[src/rtl/ecc_scrub_pkg.sv]
// Shared types for the ECC scrubber: FSM state encoding and error classification.
package ecc_scrub_pkg;

  typedef enum logic [2:0] {
    S_IDLE,
    S_WAIT,
    S_RD_REQ,
    S_RD_WAIT,
    S_WR_REQ,
    S_NEXT
  } scrub_state_t;

  // Error class of one decoded read word
  localparam logic [1:0] ERR_NONE   = 2'd0;
  localparam logic [1:0] ERR_CORR   = 2'd1;
  localparam logic [1:0] ERR_UNCORR = 2'd2;

  // A multiple-bit flag only matters when the decoder flagged an error at all
  function automatic logic [1:0] err_class(input logic detect, input logic multpl);
    if (!detect)     return ERR_NONE;
    else if (multpl) return ERR_UNCORR;
    else             return ERR_CORR;
  endfunction

endpackage

[src/rtl/ecc_sat_counter.sv]
// Saturating event counter; a clear wins over a coincident increment.
module ecc_sat_counter #(
  parameter int W = 16
) (
  input  logic         clk,
  input  logic         rst,
  input  logic         inc,
  input  logic         clr,
  output logic [W-1:0] cnt
);

  // count up, hold at all-ones, clear has priority
  always_ff @(posedge clk or posedge rst) begin
    if (rst)                    cnt <= '0;
    else if (clr)               cnt <= '0;
    else if (inc && cnt != '1)  cnt <= cnt + 1'b1;
  end

endmodule

[src/rtl/ecc_scrub_ctrl.sv]
// Background SECDED scrubber: walks [addr_lo, addr_hi], reads each word through
// the decoder and writes back corrected single-bit errors via the encoder path.
module ecc_scrub_ctrl
  import ecc_scrub_pkg::*;
#(
  parameter int DATA_WIDTH = 64,
  parameter int CHK_WIDTH  = 8,
  parameter int ADDR_WIDTH = 10,
  parameter int CNT_WIDTH  = 16,
  parameter int IVL_WIDTH  = 16
) (
  input  logic                  clk,
  input  logic                  rst,
  input  logic                  scrub_en,
  input  logic [IVL_WIDTH-1:0]  interval,
  input  logic [ADDR_WIDTH-1:0] addr_lo,
  input  logic [ADDR_WIDTH-1:0] addr_hi,
  input  logic                  clr_cnt,
  output logic                  mem_req,
  output logic                  mem_we,
  output logic [ADDR_WIDTH-1:0] mem_addr,
  output logic [DATA_WIDTH-1:0] mem_wdata,
  input  logic                  mem_gnt,
  input  logic                  mem_rvalid,
  input  logic [DATA_WIDTH-1:0] dec_data,
  input  logic                  dec_err_detect,
  input  logic                  dec_err_multpl,
  input  logic [CHK_WIDTH-1:0]  dec_syndrome,
  output logic                  busy,
  output logic [CNT_WIDTH-1:0]  corr_cnt,
  output logic [CNT_WIDTH-1:0]  uncorr_cnt,
  output logic [ADDR_WIDTH-1:0] last_err_addr,
  output logic [CHK_WIDTH-1:0]  last_syndrome,
  output logic                  err_irq,
  output logic                  pass_done
);

  scrub_state_t          state, next_state;
  logic [ADDR_WIDTH-1:0] cur_addr;
  logic [IVL_WIDTH-1:0]  ivl_cnt;
  logic [1:0]            ecls;
  logic                  rd_done, corr_inc, uncorr_inc, wrap;

  assign ecls       = err_class(dec_err_detect, dec_err_multpl);
  assign rd_done    = (state == S_RD_WAIT) && mem_rvalid;
  assign corr_inc   = rd_done && (ecls == ERR_CORR);
  assign uncorr_inc = rd_done && (ecls == ERR_UNCORR);
  // >= rather than == so an inverted window collapses onto addr_lo
  assign wrap       = (cur_addr >= addr_hi);
  assign mem_addr   = cur_addr;

  // state register
  always_ff @(posedge clk or posedge rst) begin
    if (rst) state <= S_IDLE;
    else     state <= next_state;
  end

  // next-state logic; scrub_en only takes effect in IDLE, WAIT and NEXT
  always_comb begin
    next_state = state;
    case (state)
      S_IDLE:    if (scrub_en) next_state = S_WAIT;
      S_WAIT:    if (!scrub_en)          next_state = S_IDLE;
                 else if (ivl_cnt == '0) next_state = S_RD_REQ;
      S_RD_REQ:  if (mem_gnt) next_state = S_RD_WAIT;
      S_RD_WAIT: if (mem_rvalid) next_state = (ecls == ERR_CORR) ? S_WR_REQ : S_NEXT;
      S_WR_REQ:  if (mem_gnt) next_state = S_NEXT;
      S_NEXT:    next_state = scrub_en ? S_WAIT : S_IDLE;
      default:   next_state = S_IDLE;
    endcase
  end

  // state-decoded outputs
  always_comb begin
    mem_req = (state == S_RD_REQ) || (state == S_WR_REQ);
    busy    = (state != S_IDLE);
  end

  // address walk, interval timer, write data, error log and pulses
  always_ff @(posedge clk or posedge rst) begin
    if (rst) begin
      cur_addr      <= '0;
      ivl_cnt       <= '0;
      mem_we        <= 1'b0;
      mem_wdata     <= '0;
      last_err_addr <= '0;
      last_syndrome <= '0;
      err_irq       <= 1'b0;
      pass_done     <= 1'b0;
    end else begin
      err_irq   <= rd_done && (ecls != ERR_NONE);
      pass_done <= (state == S_NEXT) && wrap;
      mem_we    <= (next_state == S_WR_REQ);
      if (corr_inc) mem_wdata <= dec_data;
      if (rd_done && (ecls != ERR_NONE)) begin
        last_err_addr <= cur_addr;
        last_syndrome <= dec_syndrome;
      end
      case (state)
        S_IDLE: if (scrub_en) begin
          cur_addr <= addr_lo;
          ivl_cnt  <= interval;
        end
        S_WAIT: if (scrub_en && ivl_cnt != '0) ivl_cnt <= ivl_cnt - 1'b1;
        S_NEXT: begin
          cur_addr <= wrap ? addr_lo : cur_addr + 1'b1;
          ivl_cnt  <= interval;
        end
        default: ;
      endcase
    end
  end

  ecc_sat_counter #(.W(CNT_WIDTH)) u_corr_cnt (
    .clk(clk), .rst(rst), .inc(corr_inc), .clr(clr_cnt), .cnt(corr_cnt)
  );

  ecc_sat_counter #(.W(CNT_WIDTH)) u_uncorr_cnt (
    .clk(clk), .rst(rst), .inc(uncorr_inc), .clr(clr_cnt), .cnt(uncorr_cnt)
  );

endmodule

[config.mk]
export PLATFORM = sky130hd
export DESIGN_NAME = ecc_scrub_ctrl
export DESIGN_NICKNAME = d
export VERILOG_FILES = /design/src/rtl/ecc_scrub_pkg.sv /design/src/rtl/ecc_sat_counter.sv /design/src/rtl/ecc_scrub_ctrl.sv
export SDC_FILE = /design/constraint.sdc
export NUM_CORES = 1
export LEC_CHECK = 0
export ABC_AREA = 0
export BUFFER_PORTS_ARGS = -buffer_cell sky130_fd_sc_hd__buf_4
export CAP_MARGIN = 20
export CORE_MARGIN = 5
export CORE_UTILIZATION = 35
export CTS_BUF_LIST = sky130_fd_sc_hd__clkbuf_8
export DETAILED_ROUTE_END_ITERATION = 10
export HOLD_SLACK_MARGIN = 0.06
export PLACE_DENSITY = 0.67
export REMOVE_ABC_BUFFERS = 1
export SLEW_MARGIN = 30
export SYNTH_ARGS = -nofsm -noshare
export SYNTH_HDL_FRONTEND = slang
export SYNTH_SLANG_ARGS = --single-unit
[constraint.sdc]
create_clock -name clk -period 4.8 [get_ports clk]
set_input_delay 0.24 -clock clk [delete_from_list [all_inputs] [get_ports clk]]
set_output_delay 0.24 -clock clk [all_outputs]
set_load 0.005 [all_outputs]
==> flow_metrics.env, run 1 <==
export IMPL_status="complete, no violations"
export IMPL_critPathCaptureType="flop"
export IMPL_rows=51
export IMPL_synth_cell_area_mm2=0.006798
export IMPL_peakVddDrop_uv=148.1
export IMPL_initial_core_util_pct=35.27
export IMPL_num_vias=5884
export IMPL_yosys_warnings=0
export IMPL_firstDrtPassIters=4
export IMPL_grt_max_degree=102
export IMPL_cts_resized=0
export IMPL_fin_crit_ns=2.819
export IMPL_p_sw_share_pct=28.52
export IMPL_crit_fanout=34
export IMPL_ys_types=50
export IMPL_die_area_mm2=0.02231
export IMPL_clk_pin_slew_ns=0.08
export IMPL_seq_power_share_pct=51.7
export IMPL_arrival_ns=3.14
export IMPL_power_per_cell_area_mw_per_mm2=250.4
export IMPL_cts_buffers=17
export IMPL_async_flop_share_pct=100.0
export IMPL_detail_route_wirelength_mm=20.53
export IMPL_gp_congestion=0.8094
export IMPL_r2r_end="mem_wdata[21]"
export IMPL_hold_slack_ns=0.1043
export IMPL_hold_violations=0
export IMPL_wl_per_cell_um=16.80
export IMPL_syn_area_per_cell_um2=11.07
export IMPL_required_ns=5.13
export IMPL_syn_to_final_growth_pct=49.40
export IMPL_grt_ovfl_total=0
export IMPL_path_class="reg2reg"
export IMPL_clock_power_share_pct=35.4
export IMPL_fin_nets=1076
export IMPL_drt_iter0_drc=271
export IMPL_grt_pass1_wl_mm=32.29
export IMPL_htreeDepth=4
export IMPL_synth_main_ff_cell="dfrtp_1"
export IMPL_cts_tree="built"
export IMPL_ant_nets=0
export IMPL_p_int_mw=1.818
export IMPL_io_pins=245
export IMPL_hold_path_class="in2reg"
export IMPL_fp_dieH_um=149.4
export IMPL_period_share_pct=58.73
export IMPL_p_comb_share_pct=12.9
export IMPL_antenna_found_initial=1
export IMPL_fmax_ghz=0.3547
export IMPL_p_switching_uw=725.3
export IMPL_grt_total_usage_pct=18.21
export IMPL_p_leak_nw=4.980
export IMPL_diodes=0
export IMPL_finClkSkew_ns=0.01531
export IMPL_grt_pass1_vias=6031
export IMPL_clk_latency_ns=0.45
export IMPL_setup_viol=0
export IMPL_hp_start="interval[14]"
export IMPL_core_mm2=0.01927
export IMPL_cp_start_kind="flop"
export IMPL_tightest_slew_ns=0.9629
export IMPL_drv_slew=0
export IMPL_synth_edf_count=0
export IMPL_setup_tns_final_ns=0
export IMPL_clock_sinks=146
export IMPL_reg2reg_from="state[0]"
export IMPL_maxSlewHeadroom_pct=35.65
export IMPL_drc_errors=0
export IMPL_cts_root_buf="clkbuf_8"
export IMPL_ys_seq_area_share_pct=53.75
export IMPL_max_cap_viol_count=0
export IMPL_port_buffers=244
export IMPL_crit_end="mem_wdata[21]"
export IMPL_dp_hpwl_mm=13.90
export IMPL_r2r_slack_ns=1.98
export IMPL_ys_ff_latch=146
export IMPL_reg2reg_depth=4
export IMPL_synth_cells=614
export IMPL_drive_above_1_share_pct=38.56
export IMPL_critPathLaunch="state[0]"
export IMPL_avgViaCountPerCell=4.815
export IMPL_die_w_um=149.4
export IMPL_clockBufferDepth=2
export IMPL_rsz0062_at_grt="no"
-- how the worst min path moves through the flow --
stage                          to  slack (ns)  cells past startpoint
2_1_floorplan  u_corr_cnt.cnt[12]        0.30                      1
3_3_place_gp     last_err_addr[0]        0.47                      2
3_5_place_dp          mem_addr[1]        0.47                      3
4_1_cts               ivl_cnt[14]        0.06                      3
5_1_grt               ivl_cnt[13]         0.1                      3
6_report              ivl_cnt[14]        0.10                      3
-- synth_stat cells, types with 2 or more instances --
cell | count | area, µm²
ha_1 | 15 | 187.7
nand3b_1 | 2 | 15.01
dfrtp_1 | 146 | 3654
xor2_1 | 15 | 131.4
a22oi_1 | 3 | 22.52
nor2b_1 | 6 | 37.54
a21o_1 | 4 | 30.03
mux2_2 | 82 | 923.4
and3_1 | 9 | 56.30
mux2i_1 | 4 | 40.04
nor3_1 | 16 | 80.08
nor3b_1 | 3 | 22.52
or4_1 | 2 | 15.01
o31ai_1 | 2 | 15.01
inv_1 | 15 | 56.30
nand4_1 | 18 | 112.6
nand2_1 | 37 | 138.9
nor2_1 | 64 | 240.2
buf_2 | 8 | 40.04
o211ai_1 | 2 | 15.01
o31a_1 | 2 | 17.52
xnor2_1 | 12 | 105.1
a221o_1 | 5 | 50.05
clkbuf_1 | 16 | 60.06
o21ai_0 | 34 | 170.2
o21a_1 | 2 | 15.01
or3_1 | 5 | 31.28
a21oi_1 | 27 | 135.1
nand2b_1 | 5 | 31.28
nor4_1 | 9 | 56.30
and2_1 | 2 | 12.51
nand3_1 | 24 | 120.1
-- placed cells by master (no fill, tap or decap), types with 6 or more instances in the layout --
cell	n
and3_1	9
nand2_1	36
nor3_1	16
inv_1	14
nor4_1	9
o21ai_0	34
ha_1	15
nor2b_1	6
nand3_1	24
a21oi_1	27
mux2_2	82
dlygate4sd3_1	91
clkbuf_8	17
dfrtp_1	146
nand4_1	18
buf_4	247
nor2_1	63
xnor2_1	12
xor2_1	15
-- registers in the layout, indices dropped and copies added (netlist names) --
register,count
state,3
pass_done,1
err_irq,1
last_err_addr,10
u_corr_cnt.cnt,16
mem_wdata,64
ivl_cnt,16
mem_addr,10
mem_we,1
last_syndrome,8
u_uncorr_cnt.cnt,16
-- timing repair --
action / CTS / global route
hold buffers: 91 / 0
endpoints found under the hold margin: 190 / 0
setup buffers: 0 / 0
-- through the flow --
stage / instances / area [µm²] / setup slack [ns] / utilization, % / total power [mW]
global placement: 1100 / 8885 / 2.042 / 46.10 / 1.597
finish: 1222 / 10160 / 1.981 / 52.70 / 2.543
global route: 1222 / 10160 / 1.750 / 52.70 / 2.672
CTS: 1222 / 10150 / 1.921 / 52.69 / 2.582
detailed placement: 1100 / 8887 / 1.928 / 46.12 / 1.602
floorplan: 588 / 6686 / 0.3810 / - / 1.453
-- power groups by stage --
stage	clock (mW)	combinational (mW)	sequential, mW
global route	0.986	0.366	1.32
floorplan	0	0.128	1.32
CTS	0.940	0.328	1.31
global placement	0	0.261	1.34
finish	0.901	0.328	1.31
detailed placement	0	0.264	1.34
-- metal layers --
| layer | wire [µm] | track usage, % | up-vias |
|---|---|---|---|
| met1 | 8916 | 22.78 | 2801 |
| met2 | 9559 | 29.84 | 199 |
| met3 | 1597 | 6.259 | 20 |
| li1 | - | - | 2862 |
| met4 | 432 | 5.629 | 2 |
| met5 | 20 | 0 | - |
-- cells by family (layout without fill, tap and decap cells) --
kind of cell	count (synthesis)	in the layout	synth area share, %
buffers and inverters	41	384	2.466
AO/OA/AOI/OAI	88	88	7.841
adder cells (fa/ha/maj)	15	15	2.761
AND/OR/NAND/NOR	211	211	15.53
flip-flops	146	146	53.75
multiplexers	86	86	14.17
XOR/XNOR	27	27	3.479
-- critical path, cell delays in order (launching register included) --
cell      delay, ns
dfrtp_1        0.65
nand4b_1       0.30
nor2_4         0.81
buf_4          0.53
mux2_2         0.40
-- final cells by class --
type	instances	area, µm²
inverters	15	63.81
fillers	1708	9115
clock buffers	17	234.0
well taps	265	331.6
repair buffers	338	2765
multi-input cells	427	2987
flip-flops and latches	146	3654
clock inverters	14	121.4
No activity file was read; power rests on OpenSTA's default activity.
==> run 2, diff against run 1 <==
--- a/config.mk
+++ b/config.mk
@@ -13,7 +13,7 @@
 export CTS_BUF_LIST = sky130_fd_sc_hd__clkbuf_8
 export DETAILED_ROUTE_END_ITERATION = 10
 export HOLD_SLACK_MARGIN = 0.06
-export PLACE_DENSITY = 0.67
+export PLACE_DENSITY = 0.69
 export REMOVE_ABC_BUFFERS = 1
 export SLEW_MARGIN = 30
 export SYNTH_ARGS = -nofsm -noshare
==> constraint.sdc (replaced) <==
create_clock -name clk -period 2.33 [get_ports clk]
set_input_delay 0.1165 -clock clk [delete_from_list [all_inputs] [get_ports clk]]
set_output_delay 0.1165 -clock clk [all_outputs]
set_load 0.005 [all_outputs]
==> flow_metrics.env, run 2 (synthesis results as in run 1) <==
export IMPL_status="complete, no violations"
export IMPL_ant_nets=0
export IMPL_die_area_mm2=0.02231
export IMPL_grt_max_degree=70
export IMPL_cts_tree="built"
export IMPL_required_ns=2.70
export IMPL_cp_start_kind="flop"
export IMPL_core_mm2=0.01927
export IMPL_diodes=0
export IMPL_rsz0062_at_grt="no"
export IMPL_grt_pass1_vias=6034
export IMPL_wl_per_cell_um=16.81
export IMPL_syn_to_final_growth_pct=54.72
export IMPL_cts_root_buf="clkbuf_8"
export IMPL_p_leak_nw=5.176
export IMPL_max_cap_viol_count=0
export IMPL_gp_congestion=0.8111
export IMPL_critPathCaptureType="flop"
export IMPL_routed_wl_met2_mm=10.28
export IMPL_drv_slew=0
export IMPL_hold_slack_ns=0.1448
export IMPL_clk_latency_ns=0.44
export IMPL_wl_met3_mm=1.626
export IMPL_clockBufferDepth=2
export IMPL_power_per_cell_area_mw_per_mm2=514.1
export IMPL_drive_above_1_share_pct=39.88
export IMPL_htreeDepth=4
export IMPL_rows=51
export IMPL_initial_core_util_pct=35.27
export IMPL_final_cell_mix="buf_4 (270), dfrtp_1 (146), dlygate4sd3_1 (101)"
export IMPL_port_buffers=244
export IMPL_highest_layer="met4"
export IMPL_num_vias=6081
export IMPL_path_class="reg2reg"
export IMPL_worst_slack_ns=0.1277
export IMPL_firstDrtPassIters=4
export IMPL_cpMaxStageDelayCell="dfrtp_1"
export IMPL_cts_buffers=17
export IMPL_largest_register="mem_wdata"
export IMPL_dp_hpwl_mm=14.62
export IMPL_path_delay_family="compound AO/OA/AOI/OAI gates"
export IMPL_antenna_found_initial=0
export IMPL_peakVddDrop_uv=339.8
export IMPL_drt_iter0_drc=210
export IMPL_tightest_slew_ns=0.6771
export IMPL_crit_buf_inv=1
export IMPL_final_common_cell="buf_4"
export IMPL_detail_route_wirelength_mm=21.14
export IMPL_avgViaCountPerCell=4.834
export IMPL_finClkSkew_ns=0.01254
export IMPL_pre_cts_ws_ns=0.1283
export IMPL_grt_total_usage_pct=18.52
export IMPL_hold_path_class="in2reg"
export IMPL_wl_met1_mm=8.839
export IMPL_fin_nets=1112
export IMPL_largest_reg_flops=64
export IMPL_cts_setup_buffers=0
export IMPL_grt_pass1_wl_mm=32.68
export IMPL_crit_fanout=6
export IMPL_hold_violations=0
export IMPL_clk_pin_slew_ns=0.09
export IMPL_arrival_ns=2.57
export IMPL_drc_errors=0
export IMPL_grt_ovfl_total=0
export IMPL_setup_viol=0
export IMPL_die_w_um=149.4
export IMPL_design_area_mm2=0.01052
export IMPL_fp_dieH_um=149.4
export IMPL_fmax_ghz=0.4541
export IMPL_io_pins=245
export IMPL_crit_path_max_incr_delay_ns=0.39
export IMPL_fin_crit_ns=2.202
export IMPL_maxSlewHeadroom_pct=54.86
export IMPL_placed_cell_area_mm2=0.009117
export IMPL_clock_sinks=146
export IMPL_path_cells="ha_1 > a211o_1 > a21oi_1 > o31ai_1 > or3_4 > buf_4 > nor3b_1 > a221o_1"
export IMPL_period_share_pct=94.52
[run 2: cell type report]
cell class                      instances  area [µm²]
Clock buffer                           17       234.0
Clock inverter                         14       143.9
Fill cell                            1659        8753
Inverter                               15       61.31
Multi-Input combinational cell        427        2995
Sequential cell                       146        3654
Tap cell                              265       331.6
Timing Repair Buffer                  374        3098
[run 2: power breakdown]
| group | switching (mW) | total, mW | internal (mW) |
|---|---|---|---|
| combinational | 0.352 | 0.781 | 0.429 |
| sequential | 0.0672 | 2.67 | 2.60 |
| clock | 1.08 | 1.95 | 0.874 |
[run 2: per-stage QoR]
stage	setup TNS (ns)	instances	power [mW]	util, %
after global placement	0	1126	3.342	47.31
after CTS	0	1258	5.480	54.52
after global routing	0	1258	5.678	54.58
after floorplan	-379.10	588	2.992	-
final	0	1258	5.407	54.58
after detailed placement	0	1126	3.359	47.31
[run 2: worst paths after layout]
check / from / endpoint / slack [ns] / cells after the start
max reg2reg: mem_addr[7] / mem_addr[3] / 0.13 / 8
min reg2reg: last_err_addr[0] / last_err_addr[0] / 0.49 / 2
min: mem_gnt / state[0] / 0.14 / 3
min in group asynchronous: rst / mem_wdata[46] / 0.36 / 3
max in group asynchronous: rst / mem_wdata[3] / 1.31 / 4
max: mem_addr[7] / mem_addr[3] / 0.13 / 8
[run 2: what timing repair did]
action / 4_1_cts / 5_1_grt
hold buffers: 101 / 0
gates resized for setup: 0 / 2
endpoints found under the hold margin: 190 / 0
setup endpoints to repair: 0 / 3
[run 2: layer usage]
| layer | vias up | global-route usage (%) |
|---|---|---|
| met1 | 2914 | 22.79 |
| li1 | 2932 | - |
| met2 | 214 | 31.58 |
| met5 | - | 0 |
| met4 | 0 | 5.446 |
| met3 | 21 | 5.500 |
[run 2: tightest hold or removal path, delay by kind of cell]
family	cells	cell delay (ns)
buf+inv	1	0.10
compound gates	2	0.32
